<file path="src/rtl/rr_arb4_idx.sv">
// Purpose : 4-requester round-robin arbiter, registered 2-bit grant index + valid.
// Latency : req sampled at edge N -> gnt_valid/gnt_idx valid right after edge N.
// Backpr. : owner holds the grant until done or req withdrawal; a 1-cycle bubble separates grants.
//
// Ports:
//   clk           rising-edge clock
//   rst           asynchronous active-high reset
//   req[3:0]      level-sensitive requests, bit i = requester i
//   done          owner release pulse, only honoured while a grant is active
//   gnt_idx[1:0]  index of the current/last owner (feeds the downstream 2:4 decoder)
//   gnt_valid     grant active
//   busy_cnt[7:0] grant cycles elapsed in the current grant, saturating at 255
//   timeout_pulse one-cycle flag after a forced release (only with ARB_TIMEOUT_EN)
//
// Build option: define ARB_TIMEOUT_EN to cap every grant at MAX_HOLD cycles
// (MAX_HOLD legal range 1..255; ignored when the macro is not defined).

module rr_arb4_idx #(
   parameter int MAX_HOLD = 8
) (
   input  logic       clk,
   input  logic       rst,
   input  logic [3:0] req,
   input  logic       done,
   output logic [1:0] gnt_idx,
   output logic       gnt_valid,
   output logic [7:0] busy_cnt
`ifdef ARB_TIMEOUT_EN
   ,
   output logic       timeout_pulse
`endif
);

`ifdef ARB_TIMEOUT_EN
   localparam bit TO_EN = 1'b1;
`else
   localparam bit TO_EN = 1'b0;
`endif
   // busy_cnt value on the last permitted grant cycle.
   localparam logic [7:0] HOLD_LAST = 8'(MAX_HOLD - 1);

   typedef enum logic {IDLE, GRANT} state_t;

   state_t     state, state_nxt;
   logic [1:0] ptr, ptr_nxt;
   logic [1:0] gnt_idx_nxt;
   logic       gnt_valid_nxt;
   logic [7:0] busy_nxt;
   logic [1:0] pick_idx;
   logic [1:0] cand;
   logic       hit_limit;
   logic       release_now;

   // Rotating priority search: scan from ptr+3 down to ptr so the candidate
   // closest to ptr is written last and therefore wins.
   always_comb begin
      pick_idx = ptr;
      cand     = ptr;
      for (int i = 3; i >= 0; i--) begin
         cand = ptr + 2'(i);
         if (req[cand]) pick_idx = cand;
      end
   end

   // TO_EN folds the timeout away entirely in the default build.
   assign hit_limit   = TO_EN && (busy_cnt == HOLD_LAST);
   assign release_now = done || !req[gnt_idx] || hit_limit;

   // State and datapath registers.
   always_ff @(posedge clk or posedge rst) begin
      if (rst) begin
         state     <= IDLE;
         ptr       <= 2'b00;
         gnt_idx   <= 2'b00;
         gnt_valid <= 1'b0;
         busy_cnt  <= 8'h00;
      end else begin
         state     <= state_nxt;
         ptr       <= ptr_nxt;
         gnt_idx   <= gnt_idx_nxt;
         gnt_valid <= gnt_valid_nxt;
         busy_cnt  <= busy_nxt;
      end
   end

   // Next-state logic.
   always_comb begin
      state_nxt = state;
      case (state)
         IDLE:    if (|req)       state_nxt = GRANT;
         GRANT:   if (release_now) state_nxt = IDLE;
         default:                 state_nxt = IDLE;
      endcase
   end

   // Output/datapath next values. Releasing always passes through IDLE,
   // which is what produces the one-cycle gnt_valid bubble between grants.
   always_comb begin
      ptr_nxt       = ptr;
      gnt_idx_nxt   = gnt_idx;
      gnt_valid_nxt = 1'b0;
      busy_nxt      = busy_cnt;
      case (state)
         IDLE: begin
            if (|req) begin
               gnt_idx_nxt   = pick_idx;
               gnt_valid_nxt = 1'b1;
               busy_nxt      = 8'h00;
            end
         end
         GRANT: begin
            if (release_now) begin
               ptr_nxt = gnt_idx + 2'd1;
            end else begin
               gnt_valid_nxt = 1'b1;
               if (busy_cnt != 8'hFF) busy_nxt = busy_cnt + 8'd1;
            end
         end
         default: ;
      endcase
   end

`ifdef ARB_TIMEOUT_EN
   // Flag only releases caused purely by the hold limit.
   logic forced_rel;
   assign forced_rel = (state == GRANT) && hit_limit && !done && req[gnt_idx];

   always_ff @(posedge clk or posedge rst) begin
      if (rst) timeout_pulse <= 1'b0;
      else     timeout_pulse <= forced_rel;
   end
`endif

endmodule

</file>
<file path="config.mk">
export PLATFORM = sky130hd
export DESIGN_NAME = rr_arb4_idx
export DESIGN_NICKNAME = d
export VERILOG_FILES = /design/src/rtl/rr_arb4_idx.sv
export SDC_FILE = /design/constraint.sdc
export NUM_CORES = 1
export LEC_CHECK = 0
export BUFFER_PORTS_ARGS = -buffer_cell sky130_fd_sc_hd__buf_2
export CAP_MARGIN = 20
export CORE_MARGIN = 10
export CORE_UTILIZATION = 55
export CTS_CLUSTER_SIZE = 40
export DETAILED_ROUTE_END_ITERATION = 16
export PLACE_DENSITY = 0.81
export SLEW_MARGIN = 30
export SYNTH_ARGS = -nofsm -noshare
export SYNTH_HDL_FRONTEND = slang
export SYNTH_SLANG_ARGS = --single-unit
</file>
<file path="constraint.sdc">
create_clock -name clk -period 4.7 [get_ports clk]
set_clock_uncertainty 0.15 [all_clocks]
set_input_delay 0.705 -clock clk [delete_from_list [all_inputs] [get_ports clk]]
set_output_delay 0.705 -clock clk [all_outputs]
set_load 0.005 [all_outputs]
</file>
Word-level counts from Yosys, hierarchy flattened
Cells that the tools add are included.
W data, S select, Z words.

word-level totals
  bits in registers = 13
  latch bits = 0
  RAM bits = 0
  bits in read-only memories = 0
  bits of input ports = 7
  word-level logic and storage cells = 46
  memories = 0

operators by class
  $add $sub $neg = 5
  $mul = 0
  divide/modulo/power cells = 0
  $lt $le $gt $ge = 5
  equal/unequal tests = 4
  shifts and indexed selects = 0
  mux-type cells = 21
  bitwise gates (word level) = 1
  reduce and logical (&&, ||, !) cells = 6

operators with widths
  cell                   count
  $mux W8                3
  $pmux W8 S2            1
  $lt A2 B3 Y1 const B   5
  $bmux W1 S2            5
  $add A8 B1 Y8 const B  1
  $mux W2                4
  $ne A8 B8 Y1 const B   1
  $mux W1                7
  $add A2 B1 Y2 const B  2
  $add A2 B2 Y2 const B  2
  $ne A2 B2 Y1 const B   2
  $reduce_and A2 Y1      2
  $reduce_or A4 Y1       1
  $reduce_and A3 Y1      1
  $ne A2 B1 Y1 const B   1
  $pmux W1 S2            1
  $logic_not A1 Y1       1
  $logic_or A1 B1 Y1     1
  $not A1 Y1             1

Depth between registers and ports, before layout
  depth in word-level cells = 7
  mapped depth = 5

Worst setup path after synthesis
OpenSTA, ideal clock, no wires.

  path kind = input -> register
  start = in req[1]
  end = reg gnt_idx[1]
  arrival = 1.638 ns
  required time = 4.429 ns
  path slack = 2.791 ns
  stages = 3
  cell sequence = or4_1 and2_1 o22a_1

between the ends
  longest elaborated chain between the ends = 6

ends and longest elaborated chain
  element                        line  RTL
  from (decl)                    23    input logic [3:0] req,
  $bmux W1 S2                    61    if (req[cand]) pick_idx = cand;
  $mux W1 (not written as such)  61
  $mux W2 (4 in series)          61
  to (signal assigned)           80    gnt_idx <= gnt_idx_nxt;
  to (decl)                      25    output logic [1:0] gnt_idx,

Parallel ways exist; a longest one is shown, timed or not. The select of a mux whose other input is x is not followed.
A chain may end at the register's enable or synchronous reset.

Worst setup path in the final report
  start = reg busy_cnt[0]
  end = reg busy_cnt[5]

between the ends
  longest elaborated chain between the ends = 4

ends and longest elaborated chain
  element                 line  RTL
  from (decl)             27    output logic [7:0] busy_cnt
  from (signal assigned)  82    busy_cnt <= busy_nxt;
  $add A8 B1 Y8           116   if (busy_cnt != 8'hFF) busy_nxt = busy_cnt + 8'd1;
  $mux W8                 116
  $mux W8                 112   if (release_now) begin
  $pmux W8 S2             103   case (state)

Parallel ways exist; a longest one is shown, timed or not. The select of a mux whose other input is x is not followed.

==> out/metrics.csv <==
stage,metric,value,unit
routing,post-detailed-routing wire length,1.84,mm
synth,"Avg Cell Area, Syn",9.36,um2
final_layout,post-synthesis to final-layout area growth,16.1,%
synth,number of distinct library cells after synthesis,31,
die,Die Span X,57.6,um
synth,synthesized netlist cell count,83,
global_routing,All-Layer GR Usage,0.115,
routing,Via density,6.22,
global_routing,maximum number of pins on one net before global-route repair,14,
routing,number of nets still failing antenna checks after routing,0,
synth,"Cell Area, Synth",777,um2
die,initial core utilization,0.590,
clock_network,clock-pin slew of the registers on the worst-case setup and hold paths,0.08,ns
synth,number of nets in the synthesized netlist,91,
global_routing,number of antenna violations at the first check in global routing,0,
routing,average detailed-routed wire length per instance,15.6,um
clock_network,root buffer cell,clkbuf_4,
timing,worst rel slew slack,0.632,
timing,period utilization,0.411,
final_layout,number of filler cells placed in the layout,104,
timing,Setup Viol. Count Final,0,
placed_design,number of port buffers,17,
timing,fin crit period,1.93,ns
synth,post-synthesis sequential area ratio,0.419,
placed_design,GP Congestion,0.798,
global_routing,number of global-route vias before repair,647,
worst_setup_path,Startpoint Class,register,
die,Site Rows,13,
routing,first-pass iteration count of the detailed router,4,
timing,Achievable Freq,0.518,GHz
global_routing,wire length of the first global-routing pass,3.06,mm
worst_setup_path,largest incremental delay on the critical path,0.50,ns
timing,final total negative setup slack,0,ns
clock_network,CTS tree,yes,
flow_run,max cap viols,0,
clock_network,Sink Count,13,
die,y dimension of the die,57.6,um
clock_network,clock network latency to the later pin of the worst-skew pair,0.28,ns
die,die area,3320,um2
routing,drt drc,0,
die,area of the core,1320,um2
power_and_ir_drop,peak supply drop,0.299,mV
routing,violation count after the first detailed-routing iteration,34,
worst_setup_path,worst setup path class,reg2reg,
clock_network,TritonCTS Buffers,3,
worst_setup_path,cell chain of the critical path,ha_1 -> nand3_1 -> o21ai_0 -> or4_1 -> a21oi_1,
timing,setup repair after global routing missed its margin,false,
worst_setup_path,cell with the largest stage delay on the worst path,or4_1,
clock_network,clk buf depth,2,
die,IO Count,18,
timing,transition time at the pin with the least slew margin,0.552,ns
timing,Slew Limit Fails,0,
worst_setup_path,largest fanout on the critical path,6,
worst_setup_path,Critical Path Sink Type,register,
clock_network,number of buffers inserted to repair setup after CTS,0,
final_layout,register area,325,um2
power_and_ir_drop,PD cells,457,nW/um2
clock_network,cts-stage hold buffer count,0,
final_layout,multi-input gate area in the final layout,420,um2
synth,Synthesis Warnings,0,
synth,number of register bits inferred by synthesis,13,
worst_setup_path,endpoint arrival time on the critical path,1.98,ns
global_routing,leftover overflow at the end of global routing,0,
routing,vias after detailed routing,734,
power_and_ir_drop,leakage component of the power,0.000412,uW
clock_network,post-CTS resize count,0,
outcome,status,"finished, final reports clean",
placed_design,half-perimeter wire length after detailed placement,1.35,mm
timing,final hold viol count,0,
final_layout,share of cells above drive strength 1,0.243,
worst_hold_path,Tightest Hold Check Type,in2async,
clock_network,H-Tree Level Count,1,
worst_setup_path,required time of the critical path,4.75,ns
timing,worst hold slack after final layout,0.285,ns
final_layout,Layout Nets,112,
final_layout,number of inserted diodes,0,
logic make-up (layout without fill, tap and decap cells):
| logic type | Yosys count | in the layout | share of synthesized area |
|---|---|---|---|
| adders and majority gates | 1 | 1 | 0.0161 |
| xor gates and xnor gates | 1 | 1 | 0.0113 |
| and+or+nand+nor | 26 | 26 | 0.187 |
| muxes | 5 | 5 | 0.0692 |
| AOI/OAI and AO/OA | 29 | 29 | 0.258 |
| DFF | 13 | 13 | 0.419 |
| buffers and inverters | 8 | 28 | 0.0403 |
per-stage QoR:
stage | utilization | instance area (um2) | setup WS, ns | power, uW | cells
2_1_floorplan | - | 777 | 2.79 | 292 | 83
3_3_place_gp | 0.665 | 876 | 2.52 | 339 | 114
3_5_place_dp | 0.665 | 876 | 2.53 | 344 | 114
4_1_cts | 0.685 | 902 | 2.78 | 415 | 118
5_1_grt | 0.685 | 902 | 2.65 | 449 | 118
6_report | 0.685 | 902 | 2.77 | 412 | 118
worst max-delay path, delay by kind of cell (launching register included):
family                     cells  cell delay (ns)
AOI/OAI and AO/OA              2             0.38
adders and majority gates      1             0.23
DFF                            1             0.42
and+or+nand+nor                2             0.68
layer usage:
layer | vias to the layer above | GRT usage | share of wire
met3 | 4 | 0.0398 | 0.080
met2 | 31 | 0.160 | 0.46
li1 | 358 | - | -
met5 | - | 0 | 0
met4 | 0 | 0.0805 | 0.025
met1 | 341 | 0.143 | 0.44
layout make-up:
| class | instances | area share |
|---|---|---|
| repair buffers | 17 | 0.0943 |
| well taps | 15 | 0.0208 |
| flip-flops and latches | 13 | 0.361 |
| clock buffers | 4 | 0.0291 |
| multi-input cells | 62 | 0.466 |
| inverters | 7 | 0.0291 |
power breakdown:
group	internal (uW)	total, uW	leakage [uW]	switching (uW)
logic	77.0	161	0.000229	83.8
clock network	32.9	70.2	0.0000150	37.3
registers	141	181	0.000168	40.4
cells in the mapped netlist:
| cell | n | share of area |
|---|---|---|
| a2111oi_0 | 1 | 0.011 |
| a211oi_1 | 1 | 0.0097 |
| a21oi_1 | 5 | 0.032 |
| a22oi_1 | 1 | 0.0097 |
| a22oi_2 | 1 | 0.016 |
| and2_1 | 1 | 0.0081 |
| and3_1 | 1 | 0.0081 |
| and3b_1 | 1 | 0.011 |
| and4_1 | 1 | 0.011 |
| buf_2 | 1 | 0.0064 |
| dfrtp_1 | 13 | 0.42 |
| ha_1 | 1 | 0.016 |
| inv_1 | 7 | 0.034 |
| mux2_2 | 3 | 0.043 |
| mux2i_1 | 2 | 0.026 |
| nand2_1 | 7 | 0.034 |
| nand3_1 | 2 | 0.013 |
| nand4_1 | 1 | 0.0081 |
| nor2_1 | 3 | 0.014 |
| nor2b_1 | 4 | 0.032 |
| nor3b_1 | 1 | 0.0097 |
| o211ai_1 | 5 | 0.048 |
| o21a_1 | 1 | 0.0097 |
| o21ai_0 | 6 | 0.039 |
| o22a_1 | 1 | 0.011 |
| o311ai_0 | 1 | 0.011 |
| o31ai_1 | 5 | 0.048 |
| o41ai_1 | 1 | 0.011 |
| or2_2 | 1 | 0.0081 |
| or4_1 | 3 | 0.029 |
| xor2_1 | 1 | 0.011 |
flip-flops by register name, summed over array words and instances, names as in the netlist:
register	cells
ptr	2
gnt_idx	2
state	1
busy_cnt	8
path summary, 6_finish.rpt:
path                                          from                       to  slack, ns  depth (start not counted)
max in group asynchronous                      rst  busy_cnt[5]$_DFFE_PP0P_       3.77                          2
setup reg to reg           busy_cnt[0]$_DFFE_PP0P_  busy_cnt[5]$_DFFE_PP0P_       2.77                          5
setup / recovery           busy_cnt[0]$_DFFE_PP0P_  busy_cnt[5]$_DFFE_PP0P_       2.77                          5
min in group clk           busy_cnt[7]$_DFFE_PP0P_  busy_cnt[7]$_DFFE_PP0P_       0.40                          1
hold reg to reg            busy_cnt[7]$_DFFE_PP0P_  busy_cnt[7]$_DFFE_PP0P_       0.40                          1
hold / removal                                 rst   gnt_idx[0]$_DFFE_PP0P_       0.28                          2
cell usage in the layout (no fill, tap or decap), drive strengths merged, types with 4 or more instances in the layout:
master  instances
clkbuf          4
a21oi           5
o21ai           6
o211ai          5
nor2b           4
o31ai           5
nand2           7
inv             7
buf            17
dfrtp          13
Note: power is estimated with default switching activity, not from simulation.
